<file path="src/rtl/div_ctrl.sv">
// rtl/div_ctrl.sv - sequencing controller for the multi-cycle radix-2 restoring divider
// Holds the E stage while dividing and keeps HI/LO until the instruction leaves E.
module div_ctrl #(
   parameter int WIDTH = 32,
   parameter int CNT_W = 6
) (
   input  logic             clk,
   input  logic             rst,
   input  logic             E_div_req,
   input  logic             E_div_signed,
   input  logic [WIDTH-1:0] E_src_a,
   input  logic [WIDTH-1:0] E_src_b,
   input  logic             E_advance,
   input  logic             cancel,
   output logic             E_div_stall,
   output logic             div_valid,
   output logic [WIDTH-1:0] div_hi,
   output logic [WIDTH-1:0] div_lo
);

   typedef enum logic [1:0] {IDLE, BUSY, DONE} state_t;

   state_t           state;
   logic [CNT_W-1:0] cnt;
   logic [WIDTH-1:0] rem;
   logic [WIDTH-1:0] quo;
   logic [WIDTH-1:0] dvsr;
   logic             neg_q;
   logic             neg_r;

   logic [WIDTH-1:0] abs_a;
   logic [WIDTH-1:0] abs_b;
   logic [WIDTH:0]   rem_sh;
   logic [WIDTH:0]   trial;
   logic [WIDTH-1:0] rem_nxt;
   logic [WIDTH-1:0] quo_nxt;

   // rem < dvsr always holds, so one extra bit is enough for the shifted remainder.
   always_comb begin
      abs_a   = (E_div_signed && E_src_a[WIDTH-1]) ? -E_src_a : E_src_a;
      abs_b   = (E_div_signed && E_src_b[WIDTH-1]) ? -E_src_b : E_src_b;
      rem_sh  = {rem, quo[WIDTH-1]};
      trial   = rem_sh - {1'b0, dvsr};
      rem_nxt = rem_sh[WIDTH-1:0];
      quo_nxt = {quo[WIDTH-2:0], 1'b0};
      if (!trial[WIDTH]) begin
         rem_nxt = trial[WIDTH-1:0];
         quo_nxt = {quo[WIDTH-2:0], 1'b1};
      end
   end

   assign E_div_stall = E_div_req & ~cancel & ((state == IDLE) | (state == BUSY));

   always_ff @(posedge clk or posedge rst) begin
      if (rst) begin
         state     <= IDLE;
         cnt       <= '0;
         rem       <= '0;
         quo       <= '0;
         dvsr      <= '0;
         neg_q     <= 1'b0;
         neg_r     <= 1'b0;
         div_valid <= 1'b0;
         div_hi    <= '0;
         div_lo    <= '0;
      end else if (cancel) begin
         state     <= IDLE;
         div_valid <= 1'b0;
      end else begin
         case (state)
            IDLE: begin
               if (E_div_req) begin
                  dvsr  <= abs_b;
                  quo   <= abs_a;
                  rem   <= '0;
                  neg_q <= E_div_signed & (E_src_a[WIDTH-1] ^ E_src_b[WIDTH-1]);
                  neg_r <= E_div_signed & E_src_a[WIDTH-1];
                  if (E_src_b == '0) begin
                     state     <= DONE;
                     div_valid <= 1'b1;
                     div_lo    <= '1;
                     div_hi    <= E_src_a;
                  end else begin
                     state <= BUSY;
                     cnt   <= CNT_W'(WIDTH);
                  end
               end
            end
            BUSY: begin
               rem <= rem_nxt;
               quo <= quo_nxt;
               cnt <= cnt - CNT_W'(1);
               if (cnt == CNT_W'(1)) begin
                  state     <= DONE;
                  div_valid <= 1'b1;
                  div_lo    <= neg_q ? -quo_nxt : quo_nxt;
                  div_hi    <= neg_r ? -rem_nxt : rem_nxt;
               end
            end
            DONE: begin
               if (E_advance) begin
                  state     <= IDLE;
                  div_valid <= 1'b0;
               end
            end
            default: state <= IDLE;
         endcase
      end
   end

endmodule
</file>
<file path="config.mk">
export PLATFORM = sky130hd
export DESIGN_NAME = div_ctrl
export DESIGN_NICKNAME = d
export VERILOG_FILES = /design/src/rtl/div_ctrl.sv
export SDC_FILE = /design/constraint.sdc
export NUM_CORES = 1
export LEC_CHECK = 0
export ABC_AREA = 1
export BUFFER_PORTS_ARGS = -buffer_cell sky130_fd_sc_hd__buf_2
export CAP_MARGIN = 20
export CORE_MARGIN = 3
export CORE_UTILIZATION = 50
export CTS_CLUSTER_DIAMETER = 120
export DETAILED_ROUTE_END_ITERATION = 7
export PLACE_DENSITY = 0.77
export SLEW_MARGIN = 10
export SYNTH_ARGS = -nofsm -noshare
export SYNTH_HDL_FRONTEND = slang
export SYNTH_SLANG_ARGS = --single-unit
</file>
<file path="constraint.sdc">
create_clock -name clk -period 5.3 [get_ports clk]
set_input_delay 0.265 -clock clk [delete_from_list [all_inputs] [get_ports clk]]
set_output_delay 0.265 -clock clk [all_outputs]
set_load 0.05 [all_outputs]
</file>
==> results of run 1 <==
==> placed cells by master (no fill, tap or decap), types with 9 or more instances in the layout <==
master / instances
nand4_1: 23
nor2_2: 10
a21oi_1: 66
o211ai_1: 36
nor3_1: 28
xor2_1: 37
or2_2: 21
xnor2_1: 12
a2bb2oi_1: 21
buf_2: 135
inv_1: 310
nand2_2: 37
o31ai_1: 10
nor4_1: 11
dfrtp_1: 171
inv_2: 12
nor2_1: 163
nand3b_1: 9
buf_4: 14
nand3_1: 165
clkbuf_16: 17
nand2_1: 663
ha_1: 40
o21ai_0: 127
o22ai_1: 29
==> state kept, by name (all words and copies together), names as in the netlist, 2 cells and up <==
| signal | cells |
|---|---|
| div_lo | 32 |
| dvsr | 32 |
| cnt | 6 |
| state | 2 |
| quo | 32 |
| rem | 32 |
| div_hi | 32 |
==> repair_timing <==
item	4_1_cts	5_1_grt
hold buffers	1	0
gates resized for setup	0	0
hold endpoints to repair	9	0
==> layer usage <==
metal	routed length [µm]	global-route usage, %
met5	0	0
met4	1950	12.4
met3	3470	3.51
met2	20600	48.2
met1	19100	40.4
==> cells by family (layout without fill, tap and decap cells) <==
kind of cell / Yosys count / after routing / share of synthesized area [%]
adder cells (fa/ha/maj): 42 / 42 / 3.84
AND/OR/NAND/NOR: 1155 / 1155 / 36.1
buffers and inverters: 396 / 507 / 11.4
XOR/XNOR: 49 / 49 / 3.09
flip-flops: 171 / 171 / 30.8
AO/OA/AOI/OAI: 337 / 337 / 14.7
==> worst min path at each step <==
stage,from,endpoint,slack (ps)
floorplan,cancel,div_valid,360
global placement,rst,dvsr[1],440
detailed placement,rst,dvsr[1],450
CTS,cancel,div_valid,50
global route,cancel,div_valid,60
finish,cancel,div_valid,40
==> metrics by stage <==
| stage | cell area (µm²) | cells | setup WS (ps) |
|---|---|---|---|
| 2_1_floorplan | 13900 | 2150 | 403 |
| 5_1_grt | 15400 | 2633 | 122 |
| 6_report | 15400 | 2633 | 619 |
| 3_3_place_gp | 14800 | 2599 | 874 |
| 3_5_place_dp | 14800 | 2599 | 743 |
| 4_1_cts | 15400 | 2632 | 734 |
==> cell type report <==
cell class	instances	area [µm²]	share of cell area, %
clock inverters	14	173	1.12
well taps	372	465	3.02
repair buffers	151	818	5.30
flip-flops and latches	171	4280	27.7
clock buffers	18	439	2.85
multi-input cells	1583	8040	52.1
inverters	324	1220	7.91
==> cells in the mapped netlist (30+ instances only) <==
cell / n
nand2_2: 37
o211ai_1: 36
nor2_1: 164
dfrtp_1: 171
nand3_1: 165
a21oi_1: 66
inv_1: 311
nand2_1: 663
clkbuf_1: 46
xor2_1: 37
nor3_1: 30
ha_1: 41
o21ai_0: 127
==> flow_summary.yaml, run 1 <==
yosys:
  yosys_warnings: 0
  synth_largest_area_cell: "dfrtp_1"
  ys.flop_type: "dfrtp_1"
  async_reset_ff_share_pct: 100
  synthesis.nets: 2262
  synthTopCellsByArea: "dfrtp_1, nand2_1, inv_1"
  yosysTopAreaCellShare_pct: 30.8
  ys_types: 53
  syn_inst: 2150
  syn_area_per_cell_um2: 6.46
  synth_edf_count: 0
  netlist_area_um2: 13900
  seq_area_frac_synth_pct: 30.8
  ys_ff_latch: 171
floorplanning:
  dieArea_um2: 29800
  rows: 60
  core-area_um2: 27100
  start_util_pct: 51.2
  ios: 136
  fp.dieW_um: 173
  die_h_um: 173
worst_hold_path:
  hold_path_class: "in2reg"
  hold_path_depth: 2
detailed_routing:
  ant_nets: 0
  vias: 14700
  drt-vias-per-instance: 5.59
  drc: 0
  routedWlPerCell_um: 17.1
  wirelength_um: 45100
  dr.pass1.iters: 6
  drtIter0Drc: 1709
global_route:
  antenna_found_initial: 0
  globalRoute.totalOverflow: 0
  grt_pass1_wl_um: 71800
  grt_pass1_vias: 13600
  grtUsageTotal_pct: 29.7
  grt_max_degree: 79
sta:
  fin_crit_ps: 4680
  tns_ps: 0
  fin_crit_sh_pct: 88.3
  worst_pin_slew_ps: 1050
  slew_violations: 0
  setup-violations-final: 0
  fin_hold_ws_ps: 43.9
  hold_viol_final: 0
  slew_headroom_pct: 30.1
  skew_ps: 17.7
  fmax_mhz: 214
  rsz0062_at_grt: "no"
outcome:
  status: "complete, no violations"
place:
  gp_congestion: 1.03
  port_buffers: 135
  dpl.hpwl_um: 34700
clock_tree:
  clkTransAtPathRegs_ps: 80
  tritoncts: "done"
  h-tree-depth: 4
  clock-sinks: 171
  cts-root-buf: "clkbuf_16"
  cts_setup_buffers: 0
  cts_inserted_buffers: 17
  clock_path_buffers: 2
  worst_skew_pair.late_latency_ps: 450
critical_path:
  crit_cells: 29
  cp_num_buf_inv: 3
  max_stage_delay_ps: 430
  cp-end-kind: "flop"
  cp_top_family: "simple AND/OR/NAND/NOR gates"
  crit_path_start_kind: "flop"
  arrival_ps: 5010
  crit_path_frequent_cell: "nand2_1"
  startpoint: "quo[31]"
  required_ps: 5630
  reg2regPathDepth: 29
  rr_endpoint: "div_lo[28]"
  critical-path-slowest-cell: "fa_1"
  rrSetupSlack_ps: 620
  crit_fanout: 14
  endpoint: "div_lo[28]"
  path_class: "reg2reg"
  timing.rr.start: "quo[31]"
flow_run:
  maxCapViolCount: 0
final_layout:
  area_growth_pct: 11.2
  antennaDiodeCount: 0
  fillers: 2660
  fin_util_pct: 57.0
  drive_gt1_share_pct: 12.8
  nNetsFinal: 2360
Power of run 1 is not shown: default switching activity piles up to over one toggle a cycle in this logic, so the estimate is an artifact.
==> run 2: changes to the inputs <==
CELL_PAD_IN_SITES_DETAIL_PLACEMENT = 1   (was unset)
CELL_PAD_IN_SITES_GLOBAL_PLACEMENT = 1   (was unset)
CORE_UTILIZATION = 43   (was 50)
PLACE_DENSITY = 0.9   (was 0.77)
==> run 2 against run 1 <==
Cell count grew 1.3%. Non-clock buffer count grew 4. Sequential share of layout area shrank 0.17 points. First-iteration DRC count shrank 27%. Design area grew 0.63%. Via count grew 3.0%. Maximum frequency shrank 0.20%. Core utilization shrank 8.0 points. Register-to-register slack is essentially flat. Setup slack lost 9.4 ps. Wire length grew 16%. Die area grew 16%. Critical path type unchanged. Highest routed layer is now met5.
==> flow_summary.yaml, run 2 (synthesis results as in run 1) <==
outcome:
  status: "complete, no violations"
critical_path:
  crit_fanout: 14
  cp-end-kind: "flop"
  path_class: "reg2reg"
  arrival_ps: 5050
  crit_path_start_kind: "flop"
  required_ps: 5660
sta:
  rsz0062_at_grt: "no"
  worst_pin_slew_ps: 872
  setup-violations-final: 0
  fin_hold_ws_ps: 23.1
  hold_viol_final: 0
  fmax_mhz: 213
  tns_ps: 0
  slew_headroom_pct: 41.9
  fin_crit_ps: 4690
  skew_ps: 13.4
  slew_violations: 0
  fin_crit_sh_pct: 88.5
clock_tree:
  cts_setup_buffers: 0
  h-tree-depth: 4
  tritoncts: "done"
  clkTransAtPathRegs_ps: 70
  worst_skew_pair.late_latency_ps: 470
  clock-sinks: 171
  clock_path_buffers: 2
  cts-root-buf: "clkbuf_16"
  cts_inserted_buffers: 17
final_layout:
  antennaDiodeCount: 0
  fillers: 4334
  drive_gt1_share_pct: 13.0
  nNetsFinal: 2364
  final_common_cell: "nand2_1"
  final_cell_mix: "nand2_1, inv_1, dfrtp_1, nand3_1, nor2_1"
  area_growth_pct: 11.9
detailed_routing:
  vias: 15200
  routedWlPerCell_um: 19.7
  dr.pass1.iters: 7
  ant_nets: 0
  drc: 0
  drt-vias-per-instance: 5.68
  drtIter0Drc: 1240
  wirelength_um: 52500
floorplanning:
  ios: 136
  core-area_um2: 31700
  die_h_um: 186
  fp.dieW_um: 186
  start_util_pct: 43.8
  rows: 65
  dieArea_um2: 34500
place:
  dpl.hpwl_um: 39400
  gp_congestion: 0.969
  port_buffers: 135
global_route:
  grt_pass1_vias: 15400
  grt_pass1_wl_um: 82400
  grtUsageTotal_pct: 30.3
  globalRoute.totalOverflow: 0
  grt_max_degree: 79
  antenna_found_initial: 1
worst_hold_path:
  hold_path_class: "in2reg"
flow_run:
  maxCapViolCount: 0
run 2: path summary, 6_finish.rpt:
kind | from | to | slack, ps | cells after the start
min reg2reg | div_hi[4] | div_hi[4] | 480 | 2
max in group asynchronous | rst | dvsr[21] | 3530 | 4
min in group asynchronous | rst | dvsr[4] | 490 | 3
max | rem[27] | div_lo[28] | 610 | 25
max reg2reg | rem[27] | div_lo[28] | 610 | 25
min | cancel | div_valid | 20 | 2
run 2: through the flow:
stage	worst slack (ps)	cells	instance area (µm²)	utilization, %
after detailed placement	609	2633	14900	46.8
after global routing	64.4	2667	15500	49.0
after floorplan	403	2150	13900	-
final	610	2667	15500	49.0
after global placement	894	2632	14800	46.8
after CTS	513	2666	15500	48.9
run 2: worst max-delay path, cell delays in order (launching register included):
cell      delay, ps
dfrtp_1         450
ha_1            420
nand2_1         150
nor2_1          230
nand2_1         170
nor2_2          160
nand2_4          90
nand2_2         110
nand2_4         130
nand2_4         100
ha_1            150
inv_1            50
nor3_1          200
nand2_1         140
nor3_1          260
nand2_1         150
nor3_2          190
nand3_1         140
nor2_2          260
nand4_1         200
nand2_1         190
o21ai_1         130
a21oi_1         200
nand3_1         100
o211ai_1        130
nand2_1          70
run 2: area by class of cell:
class                   instances  area, µm²  share of cell area (%)
clock inverters                13        188                    1.21
well taps                     402        503                    3.24
repair buffers                155        852                    5.49
flip-flops and latches        171       4280                    27.5
multi-input cells            1583       8050                    51.8
clock buffers                  19        443                    2.85
inverters                     324       1220                    7.86
run 2: repair_timing:
| action | 4_1_cts | 5_1_grt |
|---|---|---|
| hold buffers | 1 | 0 |
| gates resized for setup | 0 | 2 |
| setup endpoints to repair | 0 | 3 |
| hold endpoints to repair | 72 | 0 |
run 2: per-layer routing:
| layer | up-vias | routed length, µm | GRT usage (%) |
|---|---|---|---|
| met5 | - | 13 | 0 |
| li1 | 7123 | - | - |
| met4 | 2 | 1870 | 11.3 |
| met2 | 473 | 24400 | 49.3 |
| met1 | 7427 | 23200 | 40.8 |
| met3 | 126 | 3020 | 5.08 |
Power of run 2 is left out for the same reason.
